## config.mk

```make
export PLATFORM = sky130hd
export DESIGN_NAME = keypad_scanner_flat
export DESIGN_NICKNAME = d
export VERILOG_FILES = /design/src/rtl/keypad_scanner_if.sv /design/src/rtl/keypad_scanner.sv /design/src/flat_wrapper.sv
export SDC_FILE = /design/constraint.sdc
export NUM_CORES = 1
export LEC_CHECK = 0
export CAP_MARGIN = 20
export CELL_PAD_IN_SITES_DETAIL_PLACEMENT = 1
export CELL_PAD_IN_SITES_GLOBAL_PLACEMENT = 2
export CORE_MARGIN = 10
export CORE_UTILIZATION = 36
export CTS_BUF_LIST = sky130_fd_sc_hd__clkbuf_4
export DETAILED_ROUTE_END_ITERATION = 7
export GPL_TIMING_DRIVEN = 0
export MAX_ROUTING_LAYER = met4
export PLACE_DENSITY = 0.87
export SLEW_MARGIN = 40
export SYNTH_ARGS = -nofsm -noshare
export SYNTH_HDL_FRONTEND = slang
export SYNTH_SLANG_ARGS = --single-unit
export TNS_END_PERCENT = 20
```

## constraint.sdc

```tcl
create_clock -name clk -period 2.83 [get_ports clk]
set_input_delay 0.283 -clock clk [delete_from_list [all_inputs] [get_ports clk]]
set_output_delay 0.283 -clock clk [all_outputs]
set_load 0.005 [all_outputs]
```

## src/rtl/keypad_scanner_if.sv

```systemverilog
// Keypad-side signal bundle: row sense in, column drive and decoded key out.
// The scanner is the master; the keypad model or pad ring sits on the slave side.
interface keypad_scanner_if;
    logic [3:0] row;
    logic [3:0] col;
    logic       key_valid;
    logic [3:0] key_code;
    logic [1:0] dbg_state;

    // No handshake: key_valid is a level that stays high while the accepted
    // key is held, and key_code is stable for as long as key_valid is high.
    modport master (
        input  row,
        output col,
        output key_valid,
        output key_code,
        output dbg_state
    );

    modport slave (
        output row,
        input  col,
        input  key_valid,
        input  key_code,
        input  dbg_state
    );
endinterface

```

## src/rtl/keypad_scanner.sv

```systemverilog
// 4x4 matrix keypad scanner: walks one active-low column at a time, debounces
// press and release of a single key, and reports a 4-bit key code.
module keypad_scanner #(
    parameter int SCAN_DIV        = 1000,
    parameter int DEBOUNCE_CYCLES = 200000
) (
    input logic              clk,
    input logic              rst,
    keypad_scanner_if.master kp
);

    localparam int DIV_W = $clog2(SCAN_DIV);
    localparam int CNT_W = $clog2(DEBOUNCE_CYCLES + 1);
    localparam logic [DIV_W-1:0] DIV_LAST = DIV_W'(SCAN_DIV - 1);
    localparam logic [CNT_W-1:0] CNT_LAST = CNT_W'(DEBOUNCE_CYCLES - 1);

    typedef enum logic [1:0] {
        SCAN        = 2'd0,
        DEB_PRESS   = 2'd1,
        PRESSED     = 2'd2,
        DEB_RELEASE = 2'd3
    } state_e;

    state_e           state_q;
    logic [3:0]       meta_q;
    logic [3:0]       rs_q;
    logic [DIV_W-1:0] div_q;
    logic [1:0]       ci_q;
    logic [1:0]       ri_q;
    logic [CNT_W-1:0] cnt_q;
    logic             key_valid_q;
    logic [3:0]       key_code_q;

    logic             one_low;
    logic [1:0]       low_idx;
    logic [3:0]       pat;

    function automatic logic [3:0] map_code(input logic [1:0] r, input logic [1:0] c);
        logic [3:0] code;
        case ({r, c})
            4'h0: code = 4'h1;
            4'h1: code = 4'h2;
            4'h2: code = 4'h3;
            4'h3: code = 4'hA;
            4'h4: code = 4'h4;
            4'h5: code = 4'h5;
            4'h6: code = 4'h6;
            4'h7: code = 4'hB;
            4'h8: code = 4'h7;
            4'h9: code = 4'h8;
            4'hA: code = 4'h9;
            4'hB: code = 4'hC;
            4'hC: code = 4'hE;
            4'hD: code = 4'h0;
            4'hE: code = 4'hF;
            default: code = 4'hD;
        endcase
        return code;
    endfunction

    // Two or more rows low in one column is a ghost/multi-key and is ignored.
    always_comb begin
        one_low = 1'b1;
        low_idx = 2'd0;
        case (rs_q)
            4'b1110: low_idx = 2'd0;
            4'b1101: low_idx = 2'd1;
            4'b1011: low_idx = 2'd2;
            4'b0111: low_idx = 2'd3;
            default: one_low = 1'b0;
        endcase
    end

    assign pat = ~(4'b0001 << ri_q);

    always_ff @(posedge clk or negedge rst) begin
        if (!rst) begin
            state_q     <= SCAN;
            meta_q      <= 4'hF;
            rs_q        <= 4'hF;
            div_q       <= '0;
            ci_q        <= 2'd0;
            ri_q        <= 2'd0;
            cnt_q       <= '0;
            key_valid_q <= 1'b0;
            key_code_q  <= 4'h0;
        end else begin
            meta_q <= kp.row;
            rs_q   <= meta_q;
            case (state_q)
                SCAN: begin
                    if (div_q == DIV_LAST) begin
                        div_q <= '0;
                        if (one_low) begin
                            ri_q    <= low_idx;
                            cnt_q   <= '0;
                            state_q <= DEB_PRESS;
                        end else begin
                            ci_q <= ci_q + 2'd1;
                        end
                    end else begin
                        div_q <= div_q + DIV_W'(1);
                    end
                end
                DEB_PRESS: begin
                    if (rs_q != pat) begin
                        cnt_q   <= '0;
                        ci_q    <= ci_q + 2'd1;
                        state_q <= SCAN;
                    end else if (cnt_q == CNT_LAST) begin
                        key_code_q  <= map_code(ri_q, ci_q);
                        key_valid_q <= 1'b1;
                        cnt_q       <= '0;
                        state_q     <= PRESSED;
                    end else begin
                        cnt_q <= cnt_q + CNT_W'(1);
                    end
                end
                PRESSED: begin
                    // A second key in the frozen column changes rs but is not all-high.
                    if (rs_q == 4'hF) begin
                        cnt_q   <= '0;
                        state_q <= DEB_RELEASE;
                    end
                end
                DEB_RELEASE: begin
                    if (rs_q == 4'hF) begin
                        if (cnt_q == CNT_LAST) begin
                            key_valid_q <= 1'b0;
                            cnt_q       <= '0;
                            ci_q        <= ci_q + 2'd1;
                            state_q     <= SCAN;
                        end else begin
                            cnt_q <= cnt_q + CNT_W'(1);
                        end
                    end else if (rs_q == pat) begin
                        cnt_q   <= '0;
                        state_q <= PRESSED;
                    end else begin
                        cnt_q <= '0;
                    end
                end
                default: state_q <= SCAN;
            endcase
        end
    end

    assign kp.col       = ~(4'b0001 << ci_q);
    assign kp.key_valid = key_valid_q;
    assign kp.key_code  = key_code_q;
    assign kp.dbg_state = state_q;

endmodule

```

## src/flat_wrapper.sv

```systemverilog
// flat-port wrapper written by rule: the top's interface ports become plain ports
module keypad_scanner_flat 
#(
    parameter int SCAN_DIV        = 1000,
    parameter int DEBOUNCE_CYCLES = 200000
)
  (clk, rst, kp_row, kp_col, kp_key_valid, kp_key_code, kp_dbg_state);
  keypad_scanner_if kp_i ();
  input logic clk;
  input logic rst;
  input wire logic [$bits(kp_i.row)-1:0] kp_row;
  output wire logic [$bits(kp_i.col)-1:0] kp_col;
  output wire logic [$bits(kp_i.key_valid)-1:0] kp_key_valid;
  output wire logic [$bits(kp_i.key_code)-1:0] kp_key_code;
  output wire logic [$bits(kp_i.dbg_state)-1:0] kp_dbg_state;
  assign kp_i.row = kp_row;
  assign kp_col = kp_i.col;
  assign kp_key_valid = kp_i.key_valid;
  assign kp_key_code = kp_i.key_code;
  assign kp_dbg_state = kp_i.dbg_state;
  keypad_scanner #(.SCAN_DIV(SCAN_DIV), .DEBOUNCE_CYCLES(DEBOUNCE_CYCLES)) u_core (.clk(clk), .rst(rst), .kp(kp_i));
endmodule
```

==> impl_metrics.ini <==
[outcome]
status = finished, final reports clean

[synth]
synth_ff_type = dfrtp_1
synthArstFlopShare_pct = 100
syn-instance-count = 274
syn_area_mm2 = 0.00261
synth_edf_count = 0
yosysWarnings = 0
synth_top_area_share_pct = 37.4
synth_nets = 288
synth_top_area_cell = dfrtp_1
yosysSeqAreaShare_pct = 45.5
ys_ff_latch = 47
synth_area_leaders = dfrtp_1 37%, dfstp_2 8.1%, nand2_1 5.0%
synth_cell_types = 55
avgSynthCellArea_um2 = 9.52

[global_route]
grt_overflow = 0
grt_pass1_wl_um = 10900
grt_max_degree = 32
grt_pass1_vias = 2265
antenna_found_initial = 0
grt_usage_pct = 11.9

[drt]
ant_nets = 0
drt-initial-drc-count = 106
wl_per_cell_um = 15.5
drt_pass1_iterations = 4
drt-total-wl_um = 6150
vias_per_cell = 5.39
drc = 0
vias = 2136

[critical_path]
critical_path_class = flop to flop
cp-end-kind = flop
ff2ff_path_depth = 7
crit_start = u_core.div_q[0]$_DFFE_PN0P_
cp_max_fo = 10
cp.required_ns = 3.10
cp-start-kind = flop
ff2ff_setup_slack_ns = 0.38
r2r_start = u_core.div_q[0]$_DFFE_PN0P_
cp_data_arrival_time_ns = 2.72

[power]
peakVddDrop_mv = 0.145
total_power_mw = 1.13
leakage_nw = 1.23
power_density_mw_per_mm2 = 378

[finish]
final_nets = 313
fin_util_pct = 43.4
mostFrequentLayoutCell = dfrtp_1
final_cell_mix = 39 x dfrtp_1, 35 x nand2_1, 18 x o21ai_0
instances_no_fill = 396
area_growth_pct = 14.9
seqCellArea_mm2 = 0.00119
diodes = 0
drive_gt1_share_pct = 12.3
nFillCells = 829
multi_input_area_mm2 = 0.00133

[sta]
rsz0062_at_grt = no
finalCritPeriodShare_pct = 86.7
period_minus_slack_ns = 2.45
finalClockSkew_ns = 0.00513
slew_viol_final = 0
relSlewSlack_pct = 49.0
tightest_slew_ns = 0.757
tns_ns = 0
fmax_mhz = 407
finalHoldViolCount = 0
finalSetupViolCount = 0

[place]
place_inst = 387
routabilityCongestion = 0.799
io_buffers = 16
dp_hpwl_um = 4580

[cts]
clk_latency_ns = 0.36
cts_buffers = 5
post_cts_buffers = 0
clockRootBuffer = clkbuf_4
clkTransAtPathRegs_ns = 0.13
htreeDepth = 2
clk_path_buf_depth = 2
cts.sinks = 47
cts_tree = done

[job]
maxCapViolCount = 0

[floorplanning]
fp.dieArea_mm2 = 0.0110
io_pins = 17
initial_core_util_pct = 37.8
die_w_um = 105
die_h_um = 105
row_count = 30
coreArea_mm2 = 0.00691

[worst_hold_path]
min_delay_path_depth = 1
hp-class = primary input to flop
hp-start = kp_row[3]
[routing by layer]
metal	vias to the layer above	share of wire (%)	track usage, %
met2	16	47	19.0
met1	1079	50	14.9
li1	1033	-	-
met5	-	0	-
met3	8	1.8	2.03
met4	0	1.4	3.92
[power by group]
| part | switching (mW) | total, mW | internal, mW |
|---|---|---|---|
| Combinational | 0.0301 | 0.0473 | 0.0172 |
| Clock | 0.217 | 0.399 | 0.182 |
| Sequential | 0.00240 | 0.684 | 0.682 |
| Total | 0.250 | 1.13 | 0.881 |
[path summary, 6_finish.rpt]
check                                                     to
worst min register to register      u_core.rs_q[3]$_DFF_PN1_
worst max-delay path              u_core.ri_q[1]$_DFFE_PN0P_
min in group asynchronous        u_core.div_q[8]$_DFFE_PN0P_
worst min-delay path              u_core.meta_q[3]$_DFF_PN1_
max in group asynchronous       u_core.cnt_q[13]$_DFFE_PN0P_
worst max register to register    u_core.ri_q[1]$_DFFE_PN0P_
[sequential cells by signal, summed over array words and instances, names as in the netlist, 2 cells and up]
| name | count |
|---|---|
| u_core.cnt_q | 18 |
| u_core.div_q | 10 |
| u_core.kp.key_code | 4 |
| u_core.meta_q | 4 |
| u_core.rs_q | 4 |
| u_core.ci_q | 2 |
| u_core.kp.dbg_state | 2 |
| u_core.ri_q | 2 |
[per-stage QoR]
| step | hold slack [ns] | setup slack [ns] | cell area (µm²) |
|---|---|---|---|
| detailed placement | 0.165 | 0.271 | 2910 |
| global route | 0.292 | 0.104 | 3000 |
| finish | 0.303 | 0.376 | 3000 |
| CTS | 0.284 | 0.236 | 2990 |
| global placement | 0.345 | 0.0662 | 2890 |
| floorplan | -0.0126 | 0.764 | 2610 |
[critical path: stages (launching register included)]
cell and delay, ns:
dfrtp_1 0.44, ha_1 0.24, nand4b_1 0.12, nor4_1 0.65, clkbuf_1 0.44, nand4_1 0.20, a21oi_1 0.21, nor3_1 0.07
[kinds of logic after synthesis]
group / synth area share (%)
buffers and inverters: 3.79
adders and majority gates: 3.84
DFF: 45.5
and+or+nand+nor: 23.3
AOI/OAI and AO/OA: 16.4
muxes: 2.16
xor gates and xnor gates: 5.04
[synth_stat cells (2+ instances only)]
library cell	n
or2_2	2
and4b_1	2
a211oi_1	2
and4_1	3
nor3_1	5
nand4b_1	2
nand2_1	35
and2_1	2
mux2_1	4
nand4_1	11
o31ai_1	2
nor4_1	3
o21ai_0	18
a22o_1	4
xor2_1	8
buf_2	4
dfrtp_1	39
and3_1	3
dfstp_2	8
a211o_1	2
o211ai_1	4
inv_1	14
nand3b_1	2
or3_1	2
a31oi_1	5
nand3_1	11
a31o_2	4
clkbuf_1	7
and3b_1	2
nor2_1	15
a21oi_1	10
ha_1	8
xnor2_1	7
a21o_1	2
a21bo_2	2
[repair_timing]
action | 4_1_cts | 5_1_grt
hold endpoints to repair | 16 | 0
resized for setup | 0 | 1
hold buffers | 1 | 0
endpoints found under the setup margin | 0 | 1
[final cells by class]
cell class,instances,area share (%)
Timing Repair Buffer,18,6.27
Tap cell,96,4.01
Clock inverter,3,1.29
Multi-Input combinational cell,202,44.3
Clock buffer,5,1.25
Inverter,14,1.75
Buffer,11,1.55
Sequential cell,47,39.6
Power figures use the tool's default switching activity.
